## src/rtl/bp_fpga_host_pkg.sv

```systemverilog
// Shared NBF packet layout, opcode/response constants and FSM state types
// for the BlackParrot FPGA host I/O-out path.
package bp_fpga_host_pkg;

  localparam logic [7:0] NBF_W32    = 8'h02;
  localparam logic [7:0] NBF_W64    = 8'h03;
  localparam logic [7:0] NBF_FENCE  = 8'hFE;
  localparam logic [7:0] NBF_FINISH = 8'hFF;

  localparam logic [1:0] AXI_RESP_OKAY   = 2'b00;
  localparam logic [1:0] AXI_RESP_SLVERR = 2'b10;

  localparam int NBF_FLITS = 5;

  typedef struct packed {
    logic [7:0]  opcode;
    logic [63:0] addr;
    logic [63:0] data;
  } bp_nbf_s;

  typedef enum logic [1:0] {
    e_idle    = 2'd0,
    e_collect = 2'd1,
    e_send    = 2'd2,
    e_bresp   = 2'd3
  } bp_wr_state_e;

  typedef enum logic {
    e_ridle = 1'b0,
    e_rresp = 1'b1
  } bp_rd_state_e;

  // Only 4B and 8B stores map onto an NBF write opcode.
  function automatic logic nbf_size_ok(input logic [2:0] size);
    case (size)
      3'b010:  nbf_size_ok = 1'b1;
      3'b011:  nbf_size_ok = 1'b1;
      default: nbf_size_ok = 1'b0;
    endcase
  endfunction

  function automatic logic [7:0] nbf_opcode(input logic [2:0] size);
    case (size)
      3'b010:  nbf_opcode = NBF_W32;
      default: nbf_opcode = NBF_W64;
    endcase
  endfunction

  // A 4B store sits in the half of the beat selected by addr[2].
  function automatic logic [63:0] nbf_data(input logic [2:0] size, input logic [63:0] addr,
                                           input logic [63:0] wdata);
    case (size)
      3'b010:  nbf_data = {32'd0, (addr[2] ? wdata[63:32] : wdata[31:0])};
      default: nbf_data = wdata;
    endcase
  endfunction

endpackage

```

## src/rtl/bsg_parallel_in_serial_out.sv

```systemverilog
// Parallel-in serial-out buffer: loads els_p flits at once and releases them
// LSB first, holding the presented flit stable until it is consumed.
module bsg_parallel_in_serial_out #(
  parameter int width_p = 32,
  parameter int els_p   = 5
) (
  input  logic                       i_clk,
  input  logic                       i_rst_n,
  input  logic                       i_valid,
  input  logic [els_p*width_p-1:0]   i_data,
  output logic                       o_ready,
  output logic                       o_valid,
  output logic [width_p-1:0]         o_data,
  output logic                       o_last,
  input  logic                       i_yumi
);

  localparam int CNT_W = $clog2(els_p);

  logic [els_p*width_p-1:0] r_data;
  logic [CNT_W-1:0]         r_cnt;
  logic                     r_valid;

  // Load when empty, shift one flit out per consumed flit.
  always_ff @(posedge i_clk or negedge i_rst_n) begin
    if (!i_rst_n) begin
      r_data  <= '0;
      r_cnt   <= '0;
      r_valid <= 1'b0;
    end else if (i_valid && !r_valid) begin
      r_data  <= i_data;
      r_cnt   <= '0;
      r_valid <= 1'b1;
    end else if (r_valid && i_yumi) begin
      r_data <= r_data >> width_p;
      if (o_last) begin
        r_cnt   <= '0;
        r_valid <= 1'b0;
      end else begin
        r_cnt <= r_cnt + CNT_W'(1);
      end
    end else begin
      r_data  <= r_data;
      r_cnt   <= r_cnt;
      r_valid <= r_valid;
    end
  end

  assign o_ready = ~r_valid;
  assign o_valid = r_valid;
  assign o_data  = r_data[width_p-1:0];
  assign o_last  = (r_cnt == CNT_W'(els_p - 1));

endmodule

```

## src/rtl/blackparrot_fpga_host_io_out.sv

```systemverilog
// AXI4 slave turning single-beat BlackParrot I/O-out writes into 5-flit NBF
// packets on a 32b host stream; reads complete with zero data.
module blackparrot_fpga_host_io_out
  import bp_fpga_host_pkg::*;
#(
  parameter int S_AXI_ADDR_WIDTH   = 64,
  parameter int S_AXI_DATA_WIDTH   = 64,
  parameter int S_AXI_ID_WIDTH     = 4,
  parameter int fifo_data_width_p  = 32,
  parameter int nbf_opcode_width_p = 8
) (
  input  logic                          s_axi_aclk,
  input  logic                          s_axi_aresetn,
  input  logic [S_AXI_ADDR_WIDTH-1:0]   s_axi_awaddr,
  input  logic                          s_axi_awvalid,
  output logic                          s_axi_awready,
  input  logic [S_AXI_ID_WIDTH-1:0]     s_axi_awid,
  input  logic [7:0]                    s_axi_awlen,
  input  logic [2:0]                    s_axi_awsize,
  input  logic [1:0]                    s_axi_awburst,
  input  logic                          s_axi_awlock,
  input  logic [3:0]                    s_axi_awcache,
  input  logic [2:0]                    s_axi_awprot,
  input  logic [3:0]                    s_axi_awqos,
  input  logic [3:0]                    s_axi_awregion,
  input  logic [S_AXI_DATA_WIDTH-1:0]   s_axi_wdata,
  input  logic [S_AXI_DATA_WIDTH/8-1:0] s_axi_wstrb,
  input  logic                          s_axi_wlast,
  input  logic                          s_axi_wvalid,
  output logic                          s_axi_wready,
  output logic [S_AXI_ID_WIDTH-1:0]     s_axi_bid,
  output logic [1:0]                    s_axi_bresp,
  output logic                          s_axi_bvalid,
  input  logic                          s_axi_bready,
  input  logic [S_AXI_ADDR_WIDTH-1:0]   s_axi_araddr,
  input  logic                          s_axi_arvalid,
  output logic                          s_axi_arready,
  input  logic [S_AXI_ID_WIDTH-1:0]     s_axi_arid,
  input  logic [7:0]                    s_axi_arlen,
  input  logic [2:0]                    s_axi_arsize,
  input  logic [1:0]                    s_axi_arburst,
  input  logic                          s_axi_arlock,
  input  logic [3:0]                    s_axi_arcache,
  input  logic [2:0]                    s_axi_arprot,
  input  logic [3:0]                    s_axi_arqos,
  input  logic [3:0]                    s_axi_arregion,
  output logic [S_AXI_DATA_WIDTH-1:0]   s_axi_rdata,
  output logic [1:0]                    s_axi_rresp,
  output logic [S_AXI_ID_WIDTH-1:0]     s_axi_rid,
  output logic                          s_axi_rlast,
  output logic                          s_axi_rvalid,
  input  logic                          s_axi_rready,
  output logic                          host_v_o,
  output logic [fifo_data_width_p-1:0]  host_data_o,
  input  logic                          host_ready_and_i
);

  localparam int PKT_W = fifo_data_width_p * NBF_FLITS;
  localparam int PAD_W = PKT_W - $bits(bp_nbf_s);

  bp_wr_state_e                  r_wstate;
  logic                          r_awready;
  logic                          r_wready;
  logic                          r_bvalid;
  logic [1:0]                    r_bresp;
  logic [S_AXI_ID_WIDTH-1:0]     r_bid;
  logic [63:0]                   r_addr;
  logic [2:0]                    r_size;
  logic [63:0]                   r_data;
  logic                          r_first;
  logic                          r_err;

  bp_rd_state_e                  r_rstate;
  logic                          r_arready;
  logic                          r_rvalid;
  logic [S_AXI_ID_WIDTH-1:0]     r_rid;
  logic                          r_rlast;
  logic [1:0]                    r_rresp;
  logic [7:0]                    r_rlen;
  logic [7:0]                    r_rcnt;

  logic                          w_w_fire;
  logic                          w_load;
  logic [63:0]                   w_beat_data;
  logic [63:0]                   w_pkt_data;
  logic [nbf_opcode_width_p-1:0] w_opcode;
  bp_nbf_s                       w_pkt;
  logic                          w_piso_ready;
  logic                          w_piso_v;
  logic                          w_piso_last;
  logic                          w_flit_fire;
  logic                          w_last_flit;
  logic                          w_unused;

  assign w_w_fire    = s_axi_wvalid && r_wready;
  assign w_beat_data = nbf_data(r_size, r_addr, s_axi_wdata);
  // A single-beat write is loaded straight from the bus in its W cycle.
  assign w_pkt_data  = r_first ? w_beat_data : r_data;
  assign w_opcode    = nbf_opcode(r_size);
  assign w_pkt       = '{opcode: w_opcode, addr: r_addr, data: w_pkt_data};
  assign w_load      = (r_wstate == e_collect) && w_w_fire && s_axi_wlast && !r_err;
  assign w_flit_fire = w_piso_v && host_ready_and_i;
  assign w_last_flit = w_flit_fire && w_piso_last;

  bsg_parallel_in_serial_out #(
    .width_p (fifo_data_width_p),
    .els_p   (NBF_FLITS)
  ) u_piso (
    .i_clk   (s_axi_aclk),
    .i_rst_n (s_axi_aresetn),
    .i_valid (w_load),
    .i_data  ({{PAD_W{1'b0}}, w_pkt}),
    .o_ready (w_piso_ready),
    .o_valid (w_piso_v),
    .o_data  (host_data_o),
    .o_last  (w_piso_last),
    .i_yumi  (w_flit_fire)
  );

  // Write FSM: AW -> W beats -> packet send -> B response.
  always_ff @(posedge s_axi_aclk or negedge s_axi_aresetn) begin
    if (!s_axi_aresetn) begin
      r_wstate  <= e_idle;
      r_awready <= 1'b0;
      r_wready  <= 1'b0;
      r_bvalid  <= 1'b0;
      r_bresp   <= AXI_RESP_OKAY;
      r_bid     <= '0;
      r_addr    <= 64'd0;
      r_size    <= 3'd0;
      r_data    <= 64'd0;
      r_first   <= 1'b0;
      r_err     <= 1'b0;
    end else begin
      case (r_wstate)
        e_idle: begin
          if (s_axi_awvalid && r_awready) begin
            r_addr    <= s_axi_awaddr;
            r_bid     <= s_axi_awid;
            r_size    <= s_axi_awsize;
            r_err     <= (s_axi_awlen != 8'd0) || !nbf_size_ok(s_axi_awsize);
            r_first   <= 1'b1;
            r_awready <= 1'b0;
            r_wready  <= 1'b1;
            r_wstate  <= e_collect;
          end else begin
            r_awready <= 1'b1;
          end
        end
        e_collect: begin
          if (w_w_fire) begin
            if (r_first) begin
              r_data <= w_beat_data;
            end else begin
              r_data <= r_data;
            end
            r_first <= 1'b0;
            if (s_axi_wlast) begin
              r_wready <= 1'b0;
              if (r_err) begin
                r_bvalid <= 1'b1;
                r_bresp  <= AXI_RESP_SLVERR;
                r_wstate <= e_bresp;
              end else begin
                r_wstate <= e_send;
              end
            end else begin
              r_wready <= 1'b1;
            end
          end else begin
            r_wready <= 1'b1;
          end
        end
        e_send: begin
          if (w_last_flit) begin
            r_bvalid <= 1'b1;
            r_bresp  <= AXI_RESP_OKAY;
            r_wstate <= e_bresp;
          end else begin
            r_wstate <= e_send;
          end
        end
        e_bresp: begin
          if (s_axi_bready) begin
            r_bvalid  <= 1'b0;
            r_awready <= 1'b1;
            r_wstate  <= e_idle;
          end else begin
            r_bvalid <= 1'b1;
          end
        end
        default: begin
          r_wstate  <= e_idle;
          r_awready <= 1'b0;
          r_wready  <= 1'b0;
          r_bvalid  <= 1'b0;
        end
      endcase
    end
  end

  // Read FSM: every AR returns arlen+1 zero beats; bursts flag SLVERR.
  always_ff @(posedge s_axi_aclk or negedge s_axi_aresetn) begin
    if (!s_axi_aresetn) begin
      r_rstate  <= e_ridle;
      r_arready <= 1'b0;
      r_rvalid  <= 1'b0;
      r_rid     <= '0;
      r_rlast   <= 1'b0;
      r_rresp   <= AXI_RESP_OKAY;
      r_rlen    <= 8'd0;
      r_rcnt    <= 8'd0;
    end else begin
      case (r_rstate)
        e_ridle: begin
          if (s_axi_arvalid && r_arready) begin
            r_arready <= 1'b0;
            r_rvalid  <= 1'b1;
            r_rid     <= s_axi_arid;
            r_rlen    <= s_axi_arlen;
            r_rcnt    <= 8'd0;
            r_rlast   <= (s_axi_arlen == 8'd0);
            r_rresp   <= (s_axi_arlen == 8'd0) ? AXI_RESP_OKAY : AXI_RESP_SLVERR;
            r_rstate  <= e_rresp;
          end else begin
            r_arready <= 1'b1;
          end
        end
        e_rresp: begin
          if (s_axi_rready && r_rlast) begin
            r_rvalid  <= 1'b0;
            r_rlast   <= 1'b0;
            r_arready <= 1'b1;
            r_rstate  <= e_ridle;
          end else if (s_axi_rready) begin
            r_rcnt  <= r_rcnt + 8'd1;
            r_rlast <= ((r_rcnt + 8'd1) == r_rlen);
          end else begin
            r_rvalid <= 1'b1;
          end
        end
        default: begin
          r_rstate  <= e_ridle;
          r_arready <= 1'b0;
          r_rvalid  <= 1'b0;
        end
      endcase
    end
  end

  assign s_axi_awready = r_awready;
  assign s_axi_wready  = r_wready;
  assign s_axi_bvalid  = r_bvalid;
  assign s_axi_bresp   = r_bresp;
  assign s_axi_bid     = r_bid;
  assign s_axi_arready = r_arready;
  assign s_axi_rvalid  = r_rvalid;
  assign s_axi_rid     = r_rid;
  assign s_axi_rlast   = r_rlast;
  assign s_axi_rresp   = r_rresp;
  assign s_axi_rdata   = '0;
  assign host_v_o      = w_piso_v;

  assign w_unused = &{1'b0, w_piso_ready, s_axi_awburst, s_axi_awlock, s_axi_awcache,
                      s_axi_awprot, s_axi_awqos, s_axi_awregion, s_axi_wstrb, s_axi_araddr,
                      s_axi_arsize, s_axi_arburst, s_axi_arlock, s_axi_arcache,
                      s_axi_arprot, s_axi_arqos, s_axi_arregion};

endmodule

```

## config.mk

```make
export PLATFORM = sky130hd
export DESIGN_NAME = blackparrot_fpga_host_io_out
export DESIGN_NICKNAME = d
export VERILOG_FILES = /design/src/rtl/bp_fpga_host_pkg.sv /design/src/rtl/bsg_parallel_in_serial_out.sv /design/src/rtl/blackparrot_fpga_host_io_out.sv
export SDC_FILE = /design/constraint.sdc
export NUM_CORES = 1
export LEC_CHECK = 0
export ABC_CLOCK_PERIOD_IN_PS = 2200
export BUFFER_PORTS_ARGS = -buffer_cell sky130_fd_sc_hd__buf_2
export CORE_ASPECT_RATIO = 0.9
export CORE_MARGIN = 10
export CORE_UTILIZATION = 48
export DETAILED_ROUTE_END_ITERATION = 6
export GPL_TIMING_DRIVEN = 1
export MAX_ROUTING_LAYER = met4
export PLACE_DENSITY = 0.78
export REMOVE_ABC_BUFFERS = 1
export SLEW_MARGIN = 10
export SYNTH_ARGS = -nofsm -noshare
export SYNTH_HDL_FRONTEND = slang
export SYNTH_SLANG_ARGS = --single-unit
```

## constraint.sdc

```tcl
create_clock -name s_axi_aclk -period 2.2 [get_ports s_axi_aclk]
set_clock_uncertainty 0.05 [all_clocks]
set_input_delay 0.33 -clock s_axi_aclk [delete_from_list [all_inputs] [get_ports s_axi_aclk]]
set_output_delay 0.33 -clock s_axi_aclk [all_outputs]
set_load 0.03 [all_outputs]
```

==> summary.md <==
| Metric | Value |
|---|---|
| Clk root buf | clkbuf_16 |
| GP Congestion | 0.798 |
| Vias | 11,300 |
| Hold-critical path depth | 3 |
| Vias in the first global route | 11,600 |
| Core Util, Final | 60.1% |
| Synth Instances | about 1,400 |
| First-pass GRT wire length | approximately 63,000 µm |
| Worst r2r path cells | 5 |
| Register area share after synthesis | 54.6% |
| Fin crit share | 98.6% |
| Most frequent cell after synthesis | dfrtp_1 |
| Initial Util | 49.1% |
| H-tree levels | 1 |
| LEAKAGE | 7.99 nW |
| RR Startpoint | r_size[1] |
| Grt ovf | 0 |
| Hold crit path type | in2reg |
| Final min period | 2.17 ns |
| Maxcap violations | 0 |
| DRC viols | 0 |
| Die W | 199 µm |
| Initial drt markers | 924 |
| I/O Pins | about 400 |
| Hold Violations, Final | 0 |
| Register area | 7560 µm² |
| Number of buffers added on ports | 212 |
| Peak VDD IR | 0.000755 V |
| Final Cell Area | approximately 17,000 µm² |
| Crit path max-delay family | simple AND/OR/NAND/NOR gates |
| Area growth, synth to finish | 22.2% |
| Final WL | 39,400 µm |
| Footprint of the multi-input gates | 5370 µm² |
| Die ar. | 36,000 µm² |
| WS Path Type | reg2reg |
| Post-DRT Antenna Nets | 0 |
| Post-synth top cells | dfrtp_1, nand2_1, o21ai_0, buf_4, clkbuf_1 |
| # rows | 58 |
| F_max | 0.461 GHz |
| Hold endpoint | u_piso.r_data[53] |
| Final setup viols | 0 |
| Vias per inst | 5.67 |
| Clock buffer depth | 3 |
| Crit-path max FO | 32 |
| Dpl hpwl | 24,400 µm |
| Clk sinks | 302 |
| Initial antenna violation count | 4 |
| Critical path's largest stage delay | 0.83 ns |
| Outcome | completed |
| Avg Cell Area, Syn | 10.1 µm² |
| Crit path buf inv count | 1 |
| Pin count of the biggest net entering global routing | between 90 and 100 |
| Gr usage total | a little over a fifth |
| Fillers | 2,259 |
| Netlist cell types | 43 |
| Wire length per cell | 19.7 µm |
| Clk_lat worst skew | 0.56 ns |
| TritonCTS Buffers | 31 |
| NumNets Final | 1,890 |
| Seq cells post-synth | between 300 and 400 |
| Crit path cell chain | nor3b_1 -> buf_4 -> nor2_4 -> a22oi_1 -> o21ai_0 |
| 1st-pass router iterations | 6 |
| Pwr per Cell Area | approximately 1300 nW/µm² |
| DIE HEIGHT | 181 µm |
| Clk pin slew, worst setup/hold paths | 0.07 ns |
| Rel. slew slack | 26.0% |
| Hold Crit Start | s_axi_wdata[53] |
| Share of cells above drive strength 1 | 23.8% |
| Area contributors post-synth | dfrtp_1, nand2_1, mux2_2 |
| Worst Setup Start Kind | register |
| Post-synth top area share | a little over half |
| Critical Path RT | 2.61 ns |
| Slowest-stage cell, CP | nor2_4 |
| Main synth FF type | dfrtp_1 |
| Register-to-register setup slack | 0.03 ns |
| RSZ-0062 raised after global routing | true |
| Yosys warns | 0 |
| Critical path data arrival time | 2.58 ns |
| FF-to-FF End | u_piso.r_data[45] |
| Post-DP Area | 15,000 µm² |
| Crit. End Element | register |
| Core Region | ~28,000 µm² |
| Max-slew violation count | 0 |
| Number of enable flip-flop cells after synthesis | 0 |
| TritonCTS clock tree | yes |
| CP Launch Point | r_size[1] |
| Synthesized area | 13,800 µm² |
| Tightest Pin Transition | 1.11 ns |
| Fraction of registers with async set/reset | 100% |
| Area leader, netlist | dfrtp_1 |
[where the power goes]
group	leakage, nW	internal, mW	switching [mW]
clock network	0.505	3.11	2.20
logic	3.66	3.14	4.56
registers	3.82	7.84	1.41
total	7.99	14.1	8.18
[cell families after synthesis]
family	share of synthesized area, %
mux	5.85
flops	54.6
buf+inv	8.70
simple gates	13.2
fa+ha+maj	0.633
other cells	0.0271
xor+xnor	0.760
compound gates	16.2
[cell usage in the layout (no fill, tap or decap), drive strengths merged, types with 46 or more instances in the layout]
master       Yosys  layout
dfrtp          302     302
nor2            56      56
dlygate4sd3      0      86
buf            124     251
a31oi           69      69
o21ai          118     118
conb             1      66
a22oi           64      64
clkbuf          72      46
mux2            71      71
nand3           72      72
nand2          283     283
[layer usage]
metal  vias to the layer above  share of wire, %  routed length [µm]  GRT usage, %
met5                         -                 0                   0             -
met4                         0               1.9                 738          5.34
met3                        56               7.7                3030          3.88
met2                       514                50               19500          35.6
met1                      5593                41               16100          27.6
li1                       5150                 -                   -             -
[layout make-up]
type / count / area share [%]
Sequential cell: 302 / 44.7
Multi-Input combinational cell: 929 / 31.8
Timing Repair Buffer: 338 / 14.6
Clock buffer: 45 / 5.43
Tap cell: 360 / 2.66
Clock inverter: 10 / 0.644
Inverter: 6 / 0.133
Antenna cell: 4 / 0.0592
[worst min-delay path: stages]
cell,delay [ns]
buf_2,0.09
a22oi_1,0.06
o21ai_0,0.13
[flip-flops by register name (all words and copies together), names as in the netlist, 2 cells and up]
signal,cells
r_wstate,2
r_rcnt,8
r_rlen,8
u_piso.r_cnt,3
r_addr,64
s_axi_bid,4
s_axi_rid,4
u_piso.r_data,130
r_size,3
r_data,64
[worst max path at each step]
| stage | endpoint | slack [ns] | cells past startpoint |
|---|---|---|---|
| global placement | u_piso.r_data[29] | 0.12 | 8 |
| floorplan | u_piso.r_data[32] | -2.81 | 7 |
| detailed placement | u_piso.r_data[18] | 0.05 | 8 |
| finish | u_piso.r_data[45] | 0.03 | 5 |
| global route | r_data[61] | -0.02 | 5 |
| CTS | u_piso.r_data[18] | 0.02 | 8 |
[metrics by stage]
step                      hold WS [ns]  std cells  TNS, ns  power (mW)  setup slack, ns
after floorplan                -0.0156       1237  -522.77        14.0            -2.81
after global placement           0.298       1847        0        16.4            0.120
after detailed placement         0.311       1847        0        16.8           0.0455
after CTS                       0.0291       1988        0        22.2           0.0211
after global routing            0.0578       1994  -0.0365        23.6          -0.0169
final                           0.0514       1994        0        22.3           0.0316
[repair_timing]
item / 4_1_cts / 5_1_grt
setup endpoints to repair: 0 / 61
endpoints found under the hold margin: 145 / 0
hold buffers: 86 / 0
gates resized for setup: 0 / 6
buffers inserted: 0 / 1
Note: power is estimated with default switching activity, not from simulation.
